--- src/rtl/seq_wide_adder_ctrl.sv ---
// Sequential wide adder: one N-bit ripple chunk adder reused over K cycles, LSB chunk first.
// Optional subtract mode (extra 'sub' port) is enabled by defining SEQ_WIDE_ADDER_SUB_EN.

module rippleChunkAdder #(
  parameter int N = 4
) (
  input  logic [N-1:0] a,
  input  logic [N-1:0] b,
  input  logic         ci,
  output logic [N-1:0] s,
  output logic         co
);
  logic [N:0] c;

  assign c[0] = ci;
  for (genvar i = 0; i < N; i++) begin : gFullAdder
    assign s[i]   = a[i] ^ b[i] ^ c[i];
    assign c[i+1] = (a[i] & b[i]) | (c[i] & (a[i] ^ b[i]));
  end
  assign co = c[N];
endmodule

module seq_wide_adder_ctrl #(
  parameter int N = 4,
  parameter int K = 4
) (
  input  logic           clk,
  input  logic           rst_n,
  input  logic           start,
  input  logic [N*K-1:0] inA,
  input  logic [N*K-1:0] inB,
  input  logic           cin,
`ifdef SEQ_WIDE_ADDER_SUB_EN
  input  logic           sub,
`endif
  output logic           busy,
  output logic           done,
  output logic [N*K-1:0] sum,
  output logic           carry
);
  localparam int W  = N * K;
  localparam int IW = (K > 1) ? $clog2(K) : 1;
  localparam logic [IW-1:0] LAST_IDX = IW'(K - 1);

  typedef enum logic [1:0] {IDLE, RUN, DONE} stateT;

  stateT         state;
  logic [W-1:0]  aReg;
  logic [W-1:0]  bReg;
  logic          cReg;
  logic [IW-1:0] idx;

  logic [W-1:0]  bCapture;
  logic          cCapture;
  logic [N-1:0]  aChunk;
  logic [N-1:0]  bChunk;
  logic [N-1:0]  chunkSum;
  logic          chunkCout;

  // Subtraction is A + ~B + 1, so operand conditioning happens once at capture.
  always_comb begin
    bCapture = inB;
    cCapture = cin;
`ifdef SEQ_WIDE_ADDER_SUB_EN
    if (sub) begin
      bCapture = ~inB;
      cCapture = 1'b1;
    end
`endif
    aChunk = aReg[idx*N +: N];
    bChunk = bReg[idx*N +: N];
  end

  rippleChunkAdder #(.N(N)) uChunkAdder (
    .a  (aChunk),
    .b  (bChunk),
    .ci (cReg),
    .s  (chunkSum),
    .co (chunkCout)
  );

  always_ff @(posedge clk or negedge rst_n) begin
    // NOTE: operand registers are plain flops, not a memory, so they reset with everything else.
    if (!rst_n) begin
      state <= IDLE;
      aReg  <= '0;
      bReg  <= '0;
      cReg  <= 1'b0;
      idx   <= '0;
      busy  <= 1'b0;
      done  <= 1'b0;
      sum   <= '0;
      carry <= 1'b0;
    end else begin
      // NOTE: non-blocking assignments let every branch read pre-edge idx/cReg consistently.
      case (state)
        IDLE: begin
          done <= 1'b0;
          if (start) begin
            aReg  <= inA;
            bReg  <= bCapture;
            cReg  <= cCapture;
            idx   <= '0;
            busy  <= 1'b1;
            state <= RUN;
          end
        end
        RUN: begin
          sum[idx*N +: N] <= chunkSum;
          cReg            <= chunkCout;
          if (idx == LAST_IDX) begin
            idx   <= '0;
            carry <= chunkCout;
            done  <= 1'b1;
            state <= DONE;
          end else begin
            idx <= idx + IW'(1);
          end
        end
        DONE: begin
          done  <= 1'b0;
          busy  <= 1'b0;
          state <= IDLE;
        end
        default: state <= IDLE;
      endcase
    end
  end
endmodule

--- config.mk ---
export PLATFORM = sky130hd
export DESIGN_NAME = seq_wide_adder_ctrl
export DESIGN_NICKNAME = d
export VERILOG_FILES = /design/src/rtl/seq_wide_adder_ctrl.sv
export SDC_FILE = /design/constraint.sdc
export NUM_CORES = 1
export LEC_CHECK = 0
export BUFFER_PORTS_ARGS = -buffer_cell sky130_fd_sc_hd__buf_4
export CELL_PAD_IN_SITES_DETAIL_PLACEMENT = 1
export CELL_PAD_IN_SITES_GLOBAL_PLACEMENT = 1
export CORE_ASPECT_RATIO = 1.2
export CORE_MARGIN = 3
export CORE_UTILIZATION = 40
export CTS_CLUSTER_SIZE = 20
export DETAILED_ROUTE_END_ITERATION = 10
export PLACE_DENSITY_LB_ADDON = 0.1
export SLEW_MARGIN = 20
export SYNTH_ARGS = -nofsm -noshare
export SYNTH_HDL_FRONTEND = slang
export SYNTH_SLANG_ARGS = --single-unit
--- constraint.sdc ---
create_clock -name clk -period 2.8 [get_ports clk]
set_clock_uncertainty 0.1 [all_clocks]
set_input_delay 0.42 -clock clk [delete_from_list [all_inputs] [get_ports clk]]
set_output_delay 0.42 -clock clk [all_outputs]
set_load 0.02 [all_outputs]
Word-level counts from Yosys, hierarchy flattened
Index checks and enable logic that the tools add are counted.

Register bits after elaboration: 56. Input bits: 36. Output and inout port bits: 19. Word-level logic and storage cells: 64.

Bitwise logic cells: 20. Reductions and logical operators: 11. Muxes and demuxes: 13. Shift-type cells: 4. $add $sub $neg: 2. Eq/ne operators: 5.

Operator list (count): $neg A4 Y34 (1); $shift A4 B34 Y16 const A (1); $shiftx A4 B34 Y16 (1); $shiftx A16 B5 Y4 (2); $bwmux W16 (1); $reduce_and A2 Y1 (6); $and A1 B1 Y1 (8); $mux W2 (4); $pmux W2 S2 (2); $xor A1 B1 Y1 (8); $pmux W1 S2 (3); $reduce_bool A2 Y1 (3); $eq A2 B2 Y1 const B (2); $ne A2 B2 Y1 const B (2); $or A1 B1 Y1 (4); $mux W1 (3); $add A2 B1 Y2 const B (1); $eq A2 B1 Y1 const B (1); $logic_not A2 Y1 (1); $reduce_or A2 Y1 (1).

Depth between registers and ports, before layout
Word-level depth: 11. Gate-level depth with buffers: 11. Gate-level depth less buffers: 9.

Modules after synthesis
Synthesis repeated with hierarchy kept, for this count alone.

Cell total of the unflattened synthesis: 202. Area total of the unflattened synthesis: 2648.8 um2.

By module, submodules not included: seq_wide_adder_ctrl (seq. area each 1401.3 um2, times used 1, area each 2531.2 um2, cells an instance 188); rippleChunkAdder (seq. area each 0.0 um2, times used 1, area each 117.6 um2, cells an instance 14).

Worst setup path before layout
Ideal clock, no wire load.

Path kind: reg-to-reg. Start point: register idx[0]. End point: register sum[3]. Buffers on the path: 2. Setup slack: -123 ps. Cell stages (with the launch flop): 12. Data required time: 2617 ps. Data arrival time: 2741 ps. Clock period less this slack: 2923 ps. Cells stage by stage: dfrtp_1 > buf_6 > buf_8 > mux4_1 > fa_1 > inv_1 > fa_1 > fa_1 > inv_1 > fa_1 > nand3_1 > o21ai_0.

Word-level cells in the longest chain between the ends: 11.

Ends and longest elaborated chain: from (decl) (RTL line 51) `logic [IW-1:0] idx;`; from (signal assigned) (RTL line 117) `idx <= idx + IW'(1);`; $shiftx A16 B5 Y4, on equally long branches (RTL line 70, 71); $xor A1 B1 Y1 (RTL line 17, 18); $and A1 B1 Y1 (RTL line 18) `assign c[i+1] = (a[i] & b[i]) | (c[i] & (a[i] ^ b[i]));`; $or A1 B1 Y1 (RTL line 18); $and A1 B1 Y1 (RTL line 18); $or A1 B1 Y1 (RTL line 18); $and A1 B1 Y1 (RTL line 18); $or A1 B1 Y1 (RTL line 18); $xor A1 B1 Y1 (RTL line 17) `assign s[i] = a[i] ^ b[i] ^ c[i];`; $shiftx A4 B34 Y16 (RTL line 109) `sum[idx*N +: N] <= chunkSum;`; $bwmux W16 (*) (RTL line 109); to (signal, indexed assignment) (RTL line 109); to (decl) (RTL line 38) `output logic [N*K-1:0] sum,`.

Mark *: on every way between the ends. The rest lies on a longest branch, timed or not. A chain may end at the register's enable or synchronous reset.

Worst setup path in the final report
Start point: register idx[0]. End point: register sum[7].

Same word-level chain as after synthesis.

==> impl_metrics.yaml <==
run_status:
  outcome: "finished, final reports clean"
route:
  routed_wirelength_um: 5810
  wl_per_cell_um: 17.1
  drt_iter0_drc: 48
  firstDrtPassIters: 2
  drc_errors: 0
  ant_nets: 0
  vias: 1698
  viasPerCell: 4.99
floorplanning:
  fp.coreArea_mm2: 0.00661
  die_h_um: 97.4
  io_pins: 55
  die-area_mm2: 0.00800
  die_x_um: 82.2
  start_util: 0.421
  fp-row-count: 32
timing:
  setup_violations: 0
  rsz0062_at_grt: "yes"
  tightestPinTransition_ps: 712
  slew_headroom: 0.526
  fin_ws_ps: 63.2
  period_share: 0.977
  fmax_mhz: 365
  slew_violations: 0
  post-route-min-period_ps: 2740
  hold_violations: 0
synth:
  netlist_instances: 198
  seq_area_frac_synth: 0.503
  async_flop_share: 1.00
  syn_avg_cell_area_um2: 14.1
  ys_ff_latch: 56
  synth-main-ff-cell: "dfrtp_1"
  synth-edff-count: 0
  yosysUniqueCellTypes: 29
  synth_area_leader_cell: "dfrtp_1"
  synth_common_cells: "56 x dfrtp_1, 28 x mux2_4, 22 x nand2_1"
  syn-cell-area_mm2: 0.00278
  synth_warnings: 0
  synth_top_area_share: 0.503
  synth_most_common_cell: "dfrtp_1"
  synthTopCellsByArea: "dfrtp_1 50%, mux2_4 15%, mux4_1 7.6%"
  synth_nets: 244
cts:
  clock-sinks: 56
  cts_hold_buf: 0
  clk_latency_ps: 310
  postCtsSetupRepairBufs: 0
  root_buffer: "clkbuf_8"
  htreeDepth: 2
  cts-buffers-inserted: 5
  cts_tree: "built"
  clkSlewWorstSetupHoldPaths_ps: 100
  cts_buffer_depth: 2
worst_setup_path:
  r2r-start: "idx[0]"
  end_kind: "flop"
  r2r_cells: 9
  startpoint_type: "flop"
  crit_type: "flop to flop"
  worstPathMaxFanout: 4
  reg2reg_slack_ps: 60
  worstPathArrival_ps: 2870
  r2r_end: "sum[7]"
  critPathRequiredTime_ps: 2940
placement:
  hpwl_um: 4400
  dp_slack_ps: -33.4
  gp_congestion: 0.732
  portBuffers: 54
layout:
  final_nets: 300
  area_delta_synth_final_pct: 19.9
  register_area_mm2: 0.00140
  multi_input_area_mm2: 0.00123
  drive_above_1_share: 0.435
  fillers: 683
  num_antenna_cells: 0
global_routing:
  grt_pass1_wl_um: 9490
  track_usage: 0.157
  antenna_found_initial: 0
  grt_max_degree: 57
  grt_pass1_vias: 1901
  grt.overflow.total: 0
worst_hold_path:
  hold_class: "input pin to asynchronous set/reset pin"
flow_run:
  maxCapViolations: 0
power:
  power.leakage_uw: 0.00156
  peakVddDrop_mv: 0.528
  total_power_uw: 4300
  power_density_mw_per_mm2: 1290
[sequential cells by signal (all words and copies together) (netlist names)]
signal and cells:
done 1, sum 16, bReg 16, state 2, idx 2, carry 1
cReg 1, aReg 16, busy 1
[worst max path at each step]
| stage | startpoint | to | slack (ps) | cells past startpoint |
|---|---|---|---|---|
| floorplan | idx[0] | sum[3] | -50 | 11 |
| global placement | idx[0] | sum[3] | 60 | 9 |
| detailed placement | idx[0] | sum[7] | -30 | 9 |
| CTS | idx[0] | sum[7] | -6 | 9 |
| global route | idx[0] | sum[7] | -90 | 9 |
| finish | idx[0] | sum[7] | 60 | 9 |
[final cells by class]
cell class                 count  area share
tap                           85      0.0319
clock buffer                   7      0.0289
multi-input combinational    122       0.367
clock inverter                 1     0.00900
inverter                      11      0.0124
sequential                    56       0.420
timing repair buffer          58       0.130
[worst max-delay path: stages (launching register included)]
cell and delay, ps:
dfrtp_2 410, mux4_2 530, fa_2 370, inv_2 60, fa_2 190, fa_1 160
inv_1 60, fa_2 580, nand3_1 90, o21ai_1 120
[where the power goes]
group	leakage [µW]	total (µW)	internal, µW	switching, µW
logic	0.000809	2290	1170	1130
registers	0.000691	1420	1170	250
clock network	0.0000645	578	316	262
[metrics by stage]
step | utilization | instance area (µm²) | hold slack (ps) | TNS (ps) | instances
4_1_cts | 0.505 | 3340 | 80.3 | -5.58 | 340
3_5_place_dp | 0.486 | 3210 | 369 | -87.6 | 332
3_3_place_gp | 0.486 | 3210 | 363 | 0 | 332
6_report | 0.505 | 3340 | 52.5 | 0 | 340
5_1_grt | 0.505 | 3340 | 118 | -363 | 340
2_1_floorplan | - | 2780 | 24.4 | -182 | 198
[cell usage in the layout, fill, tap and decap left out]
| master | synthesis | routed |
|---|---|---|
| buf_4 | 1 | 58 |
| dfrtp_1 | 56 | 55 |
| mux2_4 | 28 | 28 |
| nand2_1 | 22 | 22 |
| inv_1 | 9 | 8 |
| nand3_1 | 7 | 7 |
| o21ai_0 | 11 | 7 |
| o31ai_1 | 7 | 7 |
| clkbuf_8 | 0 | 7 |
| mux4_1 | 8 | 6 |
| ha_1 | 6 | 6 |
| nand3b_1 | 5 | 5 |
| mux2_2 | 5 | 5 |
| a21oi_1 | 4 | 4 |
| o21ai_1 | 0 | 4 |
| inv_2 | 2 | 3 |
| nor2_1 | 3 | 3 |
| o22ai_1 | 3 | 3 |
| fa_2 | 0 | 3 |
| mux4_2 | 0 | 2 |
| nand2b_1 | 2 | 2 |
| and2b_2 | 1 | 1 |
| nor2b_1 | 1 | 1 |
| and2_1 | 1 | 1 |
| and3_4 | 1 | 1 |
| nor3b_1 | 1 | 1 |
| or3_4 | 1 | 1 |
| o21bai_1 | 1 | 1 |
| fa_1 | 4 | 1 |
| bufinv_16 | 0 | 1 |
| dfrtp_2 | 0 | 1 |
[cells by family (layout without fill, tap and decap cells)]
logic type | Yosys count | count (layout) | synth area share
compound gates | 26 | 26 | 0.0553
mux | 41 | 41 | 0.247
simple gates | 45 | 45 | 0.0827
fa+ha+maj | 10 | 10 | 0.0557
buf+inv | 20 | 77 | 0.0562
flops | 56 | 56 | 0.503
[per-layer routing]
| layer | global-route usage | up-vias | routed length, µm |
|---|---|---|---|
| met4 | 0.0460 | 0 | 72 |
| met3 | 0.0325 | 6 | 222 |
| li1 | - | 808 | - |
| met2 | 0.270 | 39 | 3090 |
| met5 | 0 | - | 0 |
| met1 | 0.194 | 845 | 2420 |
[timing repair]
| action | in CTS | in global routing |
|---|---|---|
| setup endpoints to repair | 4 | 4 |
| gates resized for setup | 1 | 1 |
| pin swaps | 2 | 0 |
(Power assumes the default switching activity.)
